===== config.mk =====
export PLATFORM = sky130hd
export DESIGN_NAME = vdp_vram_write_fifo_flat
export DESIGN_NICKNAME = d
export VERILOG_FILES = /design/src/rtl/vdp_vram_write_fifo_if.sv /design/src/rtl/vdp_vram_write_fifo.sv /design/src/flat_wrapper.sv
export SDC_FILE = /design/constraint.sdc
export NUM_CORES = 1
export LEC_CHECK = 0
export ABC_AREA = 1
export CAP_MARGIN = 30
export CORE_MARGIN = 1
export CORE_UTILIZATION = 50
export CTS_BUF_LIST = sky130_fd_sc_hd__clkbuf_4
export DETAILED_ROUTE_END_ITERATION = 10
export MAX_ROUTING_LAYER = met4
export PLACE_DENSITY_LB_ADDON = 0.12
export SYNTH_ARGS = -nofsm -noshare
export SYNTH_HDL_FRONTEND = slang
export SYNTH_SLANG_ARGS = --single-unit
export TNS_END_PERCENT = 100

===== constraint.sdc =====
create_clock -name clk -period 7.5 [get_ports clk]
set_input_delay 1.5 -clock clk [delete_from_list [all_inputs] [get_ports clk]]
set_output_delay 1.5 -clock clk [all_outputs]
set_load 0.01 [all_outputs]

===== src/rtl/vdp_vram_write_fifo_if.sv =====
// Host/arbiter bundle for the VRAM write FIFO.
// The FIFO side uses the slave modport. The host and arbiter side uses master.
interface vdp_vram_write_fifo_if #(
  parameter int COUNT_WIDTH = 5
);
  logic                   host_address_write;
  logic [14:0]            host_address;
  logic                   host_increment_write;
  logic [7:0]             host_increment;
  logic                   host_data_write;
  logic [15:0]            host_data;
  logic                   host_clear_overflow;
  logic                   vram_written;
  logic [13:0]            vram_write_address_16b;
  logic [15:0]            vram_write_data_16b;
  logic [1:0]             vram_port_write_en_mask;
  logic                   fifo_empty;
  logic                   fifo_full;
  logic [COUNT_WIDTH-1:0] fifo_count;
  logic                   overflow;

  modport master (
    output host_address_write, host_address, host_increment_write, host_increment,
           host_data_write, host_data, host_clear_overflow, vram_written,
    input  vram_write_address_16b, vram_write_data_16b, vram_port_write_en_mask,
           fifo_empty, fifo_full, fifo_count, overflow
  );

  modport slave (
    input  host_address_write, host_address, host_increment_write, host_increment,
           host_data_write, host_data, host_clear_overflow, vram_written,
    output vram_write_address_16b, vram_write_data_16b, vram_port_write_en_mask,
           fifo_empty, fifo_full, fifo_count, overflow
  );
endinterface


===== src/rtl/vdp_vram_write_fifo.sv =====
// Host-side VRAM write buffer.
// CPU writes are queued as {cursor, data} entries behind an auto-incrementing
// word cursor. The head entry is presented show-ahead to the arbiter write slot
// and is retired on each vram_written strobe.
module vdp_vram_write_fifo #(
  parameter int DEPTH       = 16,
  parameter int COUNT_WIDTH = 5
) (
  input  logic                   clk,
  input  logic                   reset,
  vdp_vram_write_fifo_if.slave   io_bus
);
  localparam int PTR_W   = $clog2(DEPTH);
  localparam int ENTRY_W = 31;  // {addr[14:1], bank, data[15:0]}

  logic [14:0]            r_cursor;
  logic [7:0]             r_increment;
  logic [PTR_W-1:0]       r_rd_ptr;
  logic [PTR_W-1:0]       r_wr_ptr;
  logic [COUNT_WIDTH-1:0] r_count;
  logic                   r_overflow;
  logic [ENTRY_W-1:0]     r_mem [DEPTH];
  // Copy of the most recently retired entry. While empty it drives the bus so
  // the address/data lines keep the last-read contents. The read pointer slot
  // may hold stale data from an earlier lap, so it cannot be used here.
  logic [ENTRY_W-1:0]     r_last;

  logic                   w_empty;
  logic                   w_full;
  logic                   w_pop;
  logic                   w_push;
  logic                   w_drop;
  logic [ENTRY_W-1:0]     w_head;

  assign w_empty = (r_count == '0);
  assign w_full  = (r_count == COUNT_WIDTH'(DEPTH));
  assign w_pop   = io_bus.vram_written & ~w_empty;
  // A full FIFO still accepts a push when the head retires on the same edge.
  assign w_push  = io_bus.host_data_write & (~w_full | w_pop);
  assign w_drop  = io_bus.host_data_write & ~w_push;
  assign w_head  = w_empty ? r_last : r_mem[r_rd_ptr];

  assign io_bus.vram_write_address_16b  = w_head[30:17];
  assign io_bus.vram_write_data_16b     = w_head[15:0];
  assign io_bus.vram_port_write_en_mask = w_empty ? 2'b00 : (w_head[16] ? 2'b10 : 2'b01);
  assign io_bus.fifo_empty              = w_empty;
  assign io_bus.fifo_full               = w_full;
  assign io_bus.fifo_count              = r_count;
  assign io_bus.overflow                = r_overflow;

  // Entry storage. Every entry is written before it is read, so it has no reset.
  always_ff @(posedge clk) begin
    if (w_push) r_mem[r_wr_ptr] <= {r_cursor, io_bus.host_data};
  end

  // Cursor and increment. An address load overrides the post-increment.
  always_ff @(posedge clk or posedge reset) begin
    if (reset) begin
      r_cursor    <= '0;
      r_increment <= 8'd1;
    end else begin
      if (io_bus.host_address_write)   r_cursor <= io_bus.host_address;
      else if (io_bus.host_data_write) r_cursor <= r_cursor + {7'd0, r_increment};
      if (io_bus.host_increment_write) r_increment <= io_bus.host_increment;
    end
  end

  // Pointers, occupancy count and last-read copy.
  always_ff @(posedge clk or posedge reset) begin
    if (reset) begin
      r_rd_ptr <= '0;
      r_wr_ptr <= '0;
      r_count  <= '0;
      r_last   <= '0;
    end else begin
      if (w_push) r_wr_ptr <= r_wr_ptr + PTR_W'(1);
      if (w_pop) begin
        r_rd_ptr <= r_rd_ptr + PTR_W'(1);
        r_last   <= r_mem[r_rd_ptr];
      end
      case ({w_push, w_pop})
        2'b10:   r_count <= r_count + COUNT_WIDTH'(1);
        2'b01:   r_count <= r_count - COUNT_WIDTH'(1);
        default: r_count <= r_count;
      endcase
    end
  end

  // Sticky overflow. A drop on the same edge as a clear keeps the flag set.
  always_ff @(posedge clk or posedge reset) begin
    if (reset)                           r_overflow <= 1'b0;
    else if (w_drop)                     r_overflow <= 1'b1;
    else if (io_bus.host_clear_overflow) r_overflow <= 1'b0;
  end
endmodule


===== src/flat_wrapper.sv =====
// flat-port wrapper written by rule: the top's interface ports become plain ports
module vdp_vram_write_fifo_flat 
#(
  parameter int DEPTH       = 16,
  parameter int COUNT_WIDTH = 5
)
  (clk, reset, io_bus_host_address_write, io_bus_host_address, io_bus_host_increment_write, io_bus_host_increment, io_bus_host_data_write, io_bus_host_data, io_bus_host_clear_overflow, io_bus_vram_written, io_bus_vram_write_address_16b, io_bus_vram_write_data_16b, io_bus_vram_port_write_en_mask, io_bus_fifo_empty, io_bus_fifo_full, io_bus_fifo_count, io_bus_overflow);
  vdp_vram_write_fifo_if #(.COUNT_WIDTH(COUNT_WIDTH)) io_bus_i ();
  input  logic clk;
  input  logic reset;
  input wire logic [$bits(io_bus_i.host_address_write)-1:0] io_bus_host_address_write;
  input wire logic [$bits(io_bus_i.host_address)-1:0] io_bus_host_address;
  input wire logic [$bits(io_bus_i.host_increment_write)-1:0] io_bus_host_increment_write;
  input wire logic [$bits(io_bus_i.host_increment)-1:0] io_bus_host_increment;
  input wire logic [$bits(io_bus_i.host_data_write)-1:0] io_bus_host_data_write;
  input wire logic [$bits(io_bus_i.host_data)-1:0] io_bus_host_data;
  input wire logic [$bits(io_bus_i.host_clear_overflow)-1:0] io_bus_host_clear_overflow;
  input wire logic [$bits(io_bus_i.vram_written)-1:0] io_bus_vram_written;
  output wire logic [$bits(io_bus_i.vram_write_address_16b)-1:0] io_bus_vram_write_address_16b;
  output wire logic [$bits(io_bus_i.vram_write_data_16b)-1:0] io_bus_vram_write_data_16b;
  output wire logic [$bits(io_bus_i.vram_port_write_en_mask)-1:0] io_bus_vram_port_write_en_mask;
  output wire logic [$bits(io_bus_i.fifo_empty)-1:0] io_bus_fifo_empty;
  output wire logic [$bits(io_bus_i.fifo_full)-1:0] io_bus_fifo_full;
  output wire logic [$bits(io_bus_i.fifo_count)-1:0] io_bus_fifo_count;
  output wire logic [$bits(io_bus_i.overflow)-1:0] io_bus_overflow;
  assign io_bus_i.host_address_write = io_bus_host_address_write;
  assign io_bus_i.host_address = io_bus_host_address;
  assign io_bus_i.host_increment_write = io_bus_host_increment_write;
  assign io_bus_i.host_increment = io_bus_host_increment;
  assign io_bus_i.host_data_write = io_bus_host_data_write;
  assign io_bus_i.host_data = io_bus_host_data;
  assign io_bus_i.host_clear_overflow = io_bus_host_clear_overflow;
  assign io_bus_i.vram_written = io_bus_vram_written;
  assign io_bus_vram_write_address_16b = io_bus_i.vram_write_address_16b;
  assign io_bus_vram_write_data_16b = io_bus_i.vram_write_data_16b;
  assign io_bus_vram_port_write_en_mask = io_bus_i.vram_port_write_en_mask;
  assign io_bus_fifo_empty = io_bus_i.fifo_empty;
  assign io_bus_fifo_full = io_bus_i.fifo_full;
  assign io_bus_fifo_count = io_bus_i.fifo_count;
  assign io_bus_overflow = io_bus_i.overflow;
  vdp_vram_write_fifo #(.DEPTH(DEPTH), .COUNT_WIDTH(COUNT_WIDTH)) u_core (.clk(clk), .reset(reset), .io_bus(io_bus_i));
endmodule

==> reports/metrics.yaml, run 1 <==
synthesis:
  ys_ff_latch: 563
  syn_avg_cell_area_um2: 10.4
  syn_inst: 2329
  synthArstFlopShare_pct: 11.9
  yosysSeqAreaShare_pct: 68.1
  yosys_warnings: 0
  synth-edff-count: 496
  synth_nets: 2393
  synth_cell_types: 35
  synth_flop_cell: "edfxtp_1"
  netlist_area_mm2: 0.0243
die:
  dieHeight_um: 223
  start_util_pct: 50.8
  io-pin-count: 86
  coreArea_mm2: 0.0478
  row_count: 80
  dieArea_mm2: 0.0495
  die_w_um: 223
setup_path:
  crit_arrival_ns: 4.25
  critPathSlowestCell: "dfrtp_4"
  crit_required_ns: 6.00
  ff2ff_setup_slack_ns: 3.85
  cp_max_fo: 70
  r2r_cells: 15
  critPathKind: "reg -> out"
  endpoint_kind: "primary output"
  worstReg2RegStart: "u_core.io_bus.fifo_count[0]$_DFFE_PP0P_"
  crit_path_start_kind: "flip-flop"
  slowest_delay_ns: 0.64
  cp_cell_sequence: "inv_6, buf_16, buf_4, nand2_1, nand2_1, nand2_1, nand3_1, nand3_1, nand2_1, nand2_1, nand2_1, clkdlybuf4s50_1"
  timing.rr.end: "u_core.io_bus.fifo_count[4]$_DFFE_PP0P_"
  cpMostUsedCell: "nand2_1"
final_layout:
  drive_gt1_share_pct: 12.3
  synthToLayoutAreaGrowth_pct: 13.5
  layout.nets: 2551
  final_util_pct: 57.7
run_status:
  outcome: "complete, no violations"
clocking:
  cts_tree: "yes"
  ctsResizeCount: 0
  worstSkewPairLatency_ns: 0.98
  clockRootBuffer: "clkbuf_4"
  clkSlewWorstSetupHoldPaths_ns: 0.07
  cts_made_buffers: 148
  numClockSinks: 563
  post_cts_buffers: 0
  htreeDepth: 4
  ctsHoldBuffers: 0
  clockBufferDepth: 3
global_route:
  grt_max_degree: 73
  track_usage_pct: 27.2
  antenna_found_initial: 2
  overflow: 0
  grt_pass1_vias: 17100
  grt_pass1_wl_mm: 97.4
place:
  gp_congestion: 0.868
  dp.final_hpwl_mm: 32.0
  io_buffers: 85
routing:
  wire_per_inst_um: 19.9
  wirelength_mm: 63.8
  drtAntennaViolNets: 0
  first_pass_iters: 6
  vias: 17300
  drc: 0
  vias_per_cell: 5.38
  drtIter0Drc: 1578
hold_path:
  min_to: "u_core.r_last[27]$_DFFE_PP0P_"
  whs_path_depth: 2
  hold_path_class: "reg -> reg"
  hp-start: "u_core.r_last[27]$_DFFE_PP0P_"
sta:
  drv_slew: 0
  finalSetupTns_ns: 0
  slew_headroom_pct: 30.4
  rsz0062_at_grt: "no"
  setup_viol: 0
  fmax_ghz: 0.174
  min_period_ns: 5.75
  finalCritPeriodShare_pct: 76.6
  fin_worst_skew_ns: 0.0500
  tightest_slew_ns: 1.04
  finalHoldViolations: 0
job:
  cap_viol_max_count: 0
power_and_ir_drop:
  irDropWorstVdd_uv: 197
  p_total_mw: 10.6
  power_density_mw_per_mm2: 385
  p_leak_nw: 11.5
[worst max-delay path by stage]
stage                                         startpoint                                 to  slack (ns)
after floorplan                      io_bus_vram_written      u_core.r_mem[11][0]$_DFFE_PP_        3.32
after global placement    u_core.r_rd_ptr[0]$_DFFE_PP0P_   io_bus_vram_write_address_16b[6]        2.68
after detailed placement  u_core.r_rd_ptr[0]$_DFFE_PP0P_  io_bus_vram_write_address_16b[13]        2.77
after CTS                 u_core.r_rd_ptr[0]$_DFFE_PP0P_  io_bus_vram_write_address_16b[13]        1.70
after global routing      u_core.r_rd_ptr[0]$_DFFE_PP0P_      io_bus_vram_write_data_16b[8]        1.51
final                     u_core.r_rd_ptr[0]$_DFFE_PP0P_  io_bus_vram_write_address_16b[13]        1.75
[registers in the layout, indices dropped and copies added (netlist names)]
name,flops
u_core.r_mem,496
u_core.r_last,30
u_core.r_cursor,15
u_core.r_increment,8
u_core.io_bus.fifo_count,5
u_core.r_rd_ptr,4
u_core.r_wr_ptr,4
u_core.io_bus.overflow,1
[worst max-delay path: cells and delay by family, from the launching register on]
kind	cells	cell delay [ns]
flip-flops	1	0.64
AND/OR/NAND/NOR	8	0.72
buffers and inverters	4	1.85
[Yosys cell counts, types with 12 or more instances]
cell type,n,area [um2]
buf_1,12,45.0
buf_6,25,282
buf_2,45,225
dfrtp_1,66,1650
o21ai_0,37,185
clkbuf_1,22,82.6
o21ai_1,28,140
ha_1,16,200
a22oi_1,12,90.1
nand3_1,248,1240
nor2_1,140,526
edfxtp_1,496,14900
nand2_1,987,3700
inv_1,122,458
[cells in the final DEF (no fill, tap or decap), drive strengths merged]
| cell | count |
|---|---|
| a21oi | 11 |
| a22oi | 12 |
| buf | 40 |
| clkbuf | 235 |
| clkdlybuf4s50 | 85 |
| clkinv | 22 |
| dfrtp | 66 |
| dfstp | 1 |
| diode | 3 |
| edfxtp | 496 |
| fa | 2 |
| ha | 16 |
| inv | 127 |
| mux2 | 7 |
| nand2 | 989 |
| nand3 | 249 |
| nand3b | 1 |
| nand4 | 3 |
| nor2 | 142 |
| nor3 | 2 |
| o211ai | 9 |
| o21ai | 66 |
| o32ai | 1 |
| or2 | 1 |
| xnor2 | 4 |
| xor2 | 8 |
[metal layers]
metal,vias up,global-route usage (%),wire (um)
li1,8140,-,-
met1,8298,32.9,26100
met2,702,44.6,31600
met3,137,6.68,4630
met4,0,9.34,1540
met5,-,-,0
[through the flow]
step | area (um2) | setup WS (ns) | cells | hold WS, ns
detailed placement | 25700 | 2.77 | 2952 | 0.465
floorplan | 24300 | 3.32 | 2329 | 0.449
global route | 27600 | 1.51 | 3212 | 0.504
global placement | 25600 | 2.68 | 2945 | 0.464
CTS | 27600 | 1.70 | 3210 | 0.480
finish | 27600 | 1.75 | 3213 | 0.479
[kinds of logic (layout without fill, tap and decap cells)]
group                    Yosys count  in the layout  share of synthesized area [%]
AND/OR/NAND/NOR                 1387           1387                           22.8
other                              0              3                              0
XOR/XNOR                          12             12                          0.432
multiplexers                       7              7                          0.324
adder cells (fa/ha/maj)           18             18                          0.987
AO/OA/AOI/OAI                     99             99                           2.28
buffers and inverters            243            509                           5.05
flip-flops                       563            563                           68.1
[power breakdown]
group	switching (mW)	internal [mW]	total (mW)
sequential	0.231	3.86	4.09
combinational	2.60	1.31	3.92
clock	1.22	1.41	2.62
[layout make-up]
class | count | area, um2
multi-input combinational | 1523 | 6640
sequential | 563 | 16600
tap | 615 | 769
clock buffer | 235 | 1760
fill | 4063 | 20200
inverter | 126 | 483
timing repair buffer | 125 | 1270
clock inverter | 23 | 87.6
antenna | 3 | 7.51
(Power assumes the default switching activity.)
==> run 2: changes to the inputs <==
==> constraint.sdc (replaced) <==
create_clock -name clk -period 5.14 [get_ports clk]
set_input_delay 1.028 -clock clk [delete_from_list [all_inputs] [get_ports clk]]
set_output_delay 1.028 -clock clk [all_outputs]
set_load 0.01 [all_outputs]
==> run 2 against run 1 <==
Against the previous run: clock power increased by 55%; largest cell class unchanged; count of clock-buffer cells in the layout shrank 5; critical path type unchanged; critical endpoint is now io_bus_vram_write_data_16b[5]; sequential share of layout area down 0.38 points; highest routed layer unchanged; global-route usage shrank 0.61 points; total power rose by 48%; final area rose by 0.64%; wire length down 2.4%; first-iteration DRC count up 0.38%.
==> reports/metrics.yaml, run 2 (same netlist as run 1, synthesis figures left out) <==
clocking:
  ctsHoldBuffers: 0  # unchanged
  cts_tree: "yes"
  clkSlewWorstSetupHoldPaths_ns: 0.06  # about the same
  post_cts_buffers: 0  # unchanged
  htreeDepth: 4  # unchanged
  ctsResizeCount: 0  # unchanged
  worstSkewPairLatency_ns: 0.97  # about the same
  numClockSinks: 563  # unchanged
  clockRootBuffer: "clkbuf_4"
  cts_made_buffers: 149  # +0.68%
  clockBufferDepth: 3  # unchanged
job:
  cap_viol_max_count: 0  # unchanged
die:
  dieHeight_um: 223  # unchanged
  io-pin-count: 86  # unchanged
  dieArea_mm2: 0.0495  # unchanged
  start_util_pct: 50.8  # unchanged
  row_count: 80  # unchanged
  coreArea_mm2: 0.0478  # unchanged
  die_w_um: 223  # unchanged
setup_path:
  cp_max_fo: 61  # -13%
  critPathKind: "reg -> out"
  cpMostUsedCell: "nand2_1"
  critPathSlowestCell: "inv_4"
  crit_arrival_ns: 3.66  # -0.59 ns
  cp_cell_sequence: "inv_4, buf_4, nor2_1, o21ai_0, nand3_1, nand3_1, nand2_1, nand2_1, nand2_1, clkdlybuf4s50_1"
  slowest_delay_ns: 0.59  # -0.05 ns
  endpoint_kind: "primary output"
  crit_path_start_kind: "flip-flop"
  crit_required_ns: 4.11  # -1.89 ns
routing:
  first_pass_iters: 5  # -1
  wire_per_inst_um: 19.3  # -2.7%
  wirelength_mm: 62.3  # -2.4%
  vias_per_cell: 5.29  # -1.6%
  drc: 0  # unchanged
  drtAntennaViolNets: 0  # unchanged
  drtIter0Drc: 1584  # +0.38%
  vias: 17100  # -1.2%
final_layout:
  synthToLayoutAreaGrowth_pct: 14.2
  final_util_pct: 58.1  # +0.37 points
  layout.nets: 2560  # +0.35%
  regMostFlops: "u_core.r_mem"
  largest_reg_flops: 496  # unchanged
  reg.largest.list: "u_core.r_mem (496), u_core.r_last (30), u_core.r_cursor (15)"
  drive_gt1_share_pct: 12.6  # +0.37 points
  fin_area_mm2: 0.0278  # +0.64%
  final_common_cell: "nand2_1"
  final_cell_mix: "nand2_1, edfxtp_1, nand3_1"
sta:
  min_period_ns: 4.69
  drv_slew: 0  # unchanged
  finalHoldViolations: 0  # unchanged
  finalSetupTns_ns: 0  # unchanged
  fin_worst_skew_ns: 0.0585  # +0.00853 ns
  rsz0062_at_grt: "no"
  slew_headroom_pct: 27.3  # -3.2 points
  setup_viol: 0  # unchanged
  tightest_slew_ns: 1.09  # +0.0476 ns
  fmax_ghz: 0.213
  finalCritPeriodShare_pct: 91.2
global_route:
  overflow: 0  # unchanged
  grt_pass1_wl_mm: 95.2  # -2.3%
  antenna_found_initial: 3  # +1
  track_usage_pct: 26.6  # -0.61 points
  grt_pass1_vias: 16700  # -2.1%
  grt_max_degree: 147  # +100%
place:
  placed_cell_area_mm2: 0.0258  # about the same
  io_buffers: 85  # unchanged
  gp_congestion: 0.836  # -3.7%
  dp.final_hpwl_mm: 33.1  # +3.4%
hold_path:
  hold_path_class: "reg -> reg"
power_and_ir_drop:
  power_density_mw_per_mm2: 566  # +47%
  p_total_mw: 15.7  # +48%
  p_leak_nw: 11.6  # +0.82%
  irDropWorstVdd_uv: 401  # +100%
run_status:
  outcome: "complete, no violations"
## run 2: critical path: cells and delay by family (launching register included)
family	cells	cell delay (ns)
compound gates	1	0.11
buf+inv	3	1.59
flops	1	0.43
simple gates	6	0.55
## run 2: per-layer routing
metal / track usage, % / wire, um / part of all wire [%] / vias to the layer above
met5: - / 0 / 0 / -
met4: 9.81 / 1660 / 2.7 / 0
met3: 6.00 / 4110 / 6.6 / 126
met2: 42.8 / 30100 / 48 / 617
met1: 32.9 / 26500 / 42 / 8146
li1: - / - / - / 8176
## run 2: final cells by class
type / count / area (um2)
clock inverter: 32 / 254
sequential: 563 / 16600
clock buffer: 230 / 1730
fill: 4058 / 20100
inverter: 126 / 482
tap: 615 / 769
multi-input combinational: 1523 / 6650
antenna: 2 / 5.00
timing repair buffer: 133 / 1320
## run 2: path summary, 6_finish.rpt
path | slack [ns] | from | to | cells past startpoint
worst max register to register | 2.42 | u_core.io_bus.fifo_count[2]$_DFFE_PP0P_ | u_core.r_mem[15][28]$_DFFE_PP_ | 7
worst min register to register | 0.47 | u_core.r_last[12]$_DFFE_PP0P_ | u_core.r_last[12]$_DFFE_PP0P_ | 2
worst min-delay path | 0.47 | u_core.r_last[12]$_DFFE_PP0P_ | u_core.r_last[12]$_DFFE_PP0P_ | 2
worst max-delay path | 0.45 | u_core.r_rd_ptr[1]$_DFFE_PP0P_ | io_bus_vram_write_data_16b[5] | 10
max in group asynchronous | 3.59 | reset | u_core.r_cursor[8]$_DFFE_PP0P_ | 3
min in group asynchronous | 0.50 | reset | u_core.r_last[29]$_DFFE_PP0P_ | 2
## run 2: report_power, final
part | leakage (nW) | internal (mW) | switching, mW
combinational | 5.06 | 1.94 | 3.78
sequential | 5.30 | 5.63 | 0.313
clock | 1.19 | 2.27 | 1.78
## run 2: stage by stage
step                      hold WS, ns  setup slack [ns]  std cells
after floorplan                 0.449              1.43       2329
after global placement          0.461              1.30       2957
after detailed placement        0.465              1.44       2959
after CTS                       0.418             0.341       3221
after global routing            0.452             0.115       3224
final                           0.475             0.450       3224
==> run 3: changes to the inputs <==
--- a/config.mk
+++ b/config.mk
@@ -7,7 +7,7 @@
 export LEC_CHECK = 0
 export ABC_AREA = 1
 export CAP_MARGIN = 30
-export CORE_MARGIN = 1
+export CORE_MARGIN = 2
 export CORE_UTILIZATION = 50
 export CTS_BUF_LIST = sky130_fd_sc_hd__clkbuf_4
 export DETAILED_ROUTE_END_ITERATION = 10
==> run 3 against run 2 <==
Against the previous run: maximum frequency is 4.1% lower; sequential share of layout area up 0.30 points; register-to-register slack lost 0.12 ns; flip-flop and latch count is the same; non-clock buffer count fell by 6; wire length about the same; sequential power up 0.7%; cell count fell by 0.56%; critical path type unchanged; largest cell class unchanged; largest power group unchanged.
==> reports/metrics.yaml, run 3 (same netlist as run 1, synthesis figures left out) <==
routing:
  wire_per_inst_um: 19.4  # +0.49%
  vias_per_cell: 5.31  # +0.24%
  first_pass_iters: 5  # unchanged
  vias: 17000  # -0.32%
  drtAntennaViolNets: 0  # unchanged
  wirelength_mm: 62.3  # about the same
  drc: 0  # unchanged
  drtIter0Drc: 1461  # -7.8%
final_layout:
  final_cell_mix: "nand2_1, edfxtp_1, nand3_1"
  synthToLayoutAreaGrowth_pct: 13.6
  drive_gt1_share_pct: 12.4  # -0.26 points
  regMostFlops: "u_core.r_mem"
  reg.largest.list: "u_core.r_mem (496), u_core.r_last (30), u_core.r_cursor (15)"
  final_cells: 3206  # -0.56%
  largest_reg_flops: 496  # unchanged
  layout.nets: 2550  # -0.39%
  nFillCells: 4153  # +2.3%
  final_util_pct: 57.8  # -0.29 points
  final_common_cell: "nand2_1"
clocking:
  numClockSinks: 563  # unchanged
  htreeDepth: 4  # unchanged
  clockRootBuffer: "clkbuf_4"
  cts_tree: "yes"
  worstSkewPairLatency_ns: 0.96  # about the same
  clkSlewWorstSetupHoldPaths_ns: 0.08  # +0.02 ns
  cts_made_buffers: 145  # -2.7%
  clockBufferDepth: 3  # unchanged
  post_cts_buffers: 0  # unchanged
sta:
  slew_headroom_pct: 33.2  # +5.9 points
  drv_slew: 0  # unchanged
  setup_viol: 0  # unchanged
  finalHoldViolations: 0  # unchanged
  min_period_ns: 4.89  # +0.200 ns
  rsz0062_at_grt: "yes"
  fin_worst_skew_ns: 0.0320  # -0.0265 ns
  fmax_ghz: 0.204  # -4.1%
  finalSetupTns_ns: 0  # unchanged
  tightest_slew_ns: 1.00  # -0.0888 ns
  hold_slack_ns: 0.371  # -0.104 ns
  finalCritPeriodShare_pct: 95.1  # +3.9 points
die:
  row_count: 80  # unchanged
  coreArea_mm2: 0.0478  # unchanged
  dieArea_mm2: 0.0504  # +1.8%
  start_util_pct: 50.8  # unchanged
  die_w_um: 225  # +0.90%
  dieHeight_um: 225  # +0.90%
  io-pin-count: 86  # unchanged
global_route:
  overflow: 0  # unchanged
  antenna_found_initial: 2  # -1
  grt_pass1_wl_mm: 95.3  # about the same
  track_usage_pct: 26.1  # -0.50 points
  grt_max_degree: 142  # -3.4%
  grt_pass1_vias: 16700  # +0.036%
setup_path:
  worstReg2RegStart: "u_core.io_bus.fifo_count[0]$_DFFE_PP0P_"
  cp_cell_sequence: "inv_8, buf_4, nand2_1, nand2_1, nand2_1, nand3_1, nand3_1, nand2_1, nand2_1, nand2_1, clkdlybuf4s50_1"
  crit_required_ns: 4.11  # about the same
  timing.rr.end: "u_core.r_mem[12][12]$_DFFE_PP_"
  endpoint_kind: "primary output"
  cp_max_fo: 87  # +43%
  crit_arrival_ns: 3.86  # +0.20 ns
  r2r_cells: 7  # unchanged
  crit_family: "buffers and inverters"
  cpMostUsedCell: "nand2_1"
  crit_path_start_kind: "flip-flop"
  critPathKind: "reg -> out"
  ff2ff_setup_slack_ns: 2.30  # -0.12 ns
  critPathBufInv: 3  # unchanged
  critPathSlowestCell: "dfrtp_4"
  slowest_delay_ns: 0.69  # +0.10 ns
power_and_ir_drop:
  p_leak_nw: 11.5  # -0.81%
  power_density_mw_per_mm2: 558  # -1.4%
  irDropWorstVdd_uv: 432  # +7.7%
  p_total_mw: 15.4  # -1.9%
place:
  io_buffers: 85  # unchanged
  dp_cells: 2954  # -0.17%
  dp.final_hpwl_mm: 33.5  # +1.4%
  gp_congestion: 0.815  # -2.5%
run_status:
  outcome: "complete, no violations"
hold_path:
  hold_path_class: "in -> async"
job:
  cap_viol_max_count: 0  # unchanged
==> run 3: through the flow <==
step | instance area [um2] | setup slack [ns]
after floorplan | 24300 | 1.43
after global placement | 25700 | 1.13
after detailed placement | 25800 | 1.10
after CTS | 27600 | 0.00726
after global routing | 27600 | -0.0240
final | 27600 | 0.249
==> run 3: report_power, final <==
| part | leakage [nW] | total (mW) | internal (mW) | switching [mW] |
|---|---|---|---|---|
| Clock | 1.11 | 3.81 | 2.04 | 1.76 |
| Sequential | 5.30 | 5.98 | 5.63 | 0.352 |
| Combinational | 5.04 | 5.63 | 1.92 | 3.71 |
==> run 3: worst register-to-register path, delay by kind of cell, from the launching register on <==
| kind | cells | cell delay, ns |
|---|---|---|
| compound gates | 1 | 0.15 |
| buf+inv | 2 | 0.66 |
| flops | 1 | 0.49 |
| simple gates | 4 | 1.16 |
==> run 3: cell type report <==
type	instances	area, um2	share of cell area (%)
well taps	615	769	2.78
clock inverters	14	52.6	0.190
flip-flops and latches	563	16600	60.0
diodes	3	7.51	0.0272
repair buffers	127	1350	4.87
inverters	126	484	1.75
multi-input cells	1523	6640	24.0
clock buffers	235	1760	6.38
==> run 3: how the worst max path moves through the flow <==
| stage | from | to | slack [ns] | cells after the start |
|---|---|---|---|---|
| 2_1_floorplan | io_bus_vram_written | u_core.r_mem[11][0]$_DFFE_PP_ | 1.43 | 2 |
| 3_3_place_gp | u_core.r_rd_ptr[0]$_DFFE_PP0P_ | io_bus_vram_write_data_16b[2] | 1.13 | 11 |
| 5_1_grt | u_core.r_rd_ptr[0]$_DFFE_PP0P_ | io_bus_vram_write_data_16b[8] | -0.02 | 11 |
| 4_1_cts | u_core.r_rd_ptr[0]$_DFFE_PP0P_ | io_bus_vram_write_address_16b[5] | 0.007 | 10 |
| 6_report | u_core.r_rd_ptr[0]$_DFFE_PP0P_ | io_bus_vram_write_data_16b[2] | 0.25 | 11 |
| 3_5_place_dp | u_core.r_rd_ptr[0]$_DFFE_PP0P_ | io_bus_vram_write_data_16b[2] | 1.10 | 11 |
==> run 3: metal layers <==
metal / GRT usage (%) / share of wire [%]
met1: 32.8 / 43
met2: 42.3 / 49
met3: 5.29 / 6.4
met4: 9.51 / 2.5
met5: - / 0
==> run 3: repair_timing <==
item | 4_1_cts | 5_1_grt
hold buffers | 0 | 0
gates cloned | 0 | 0
gates resized for setup | 1 | 1
setup endpoints to repair | 1 | 17
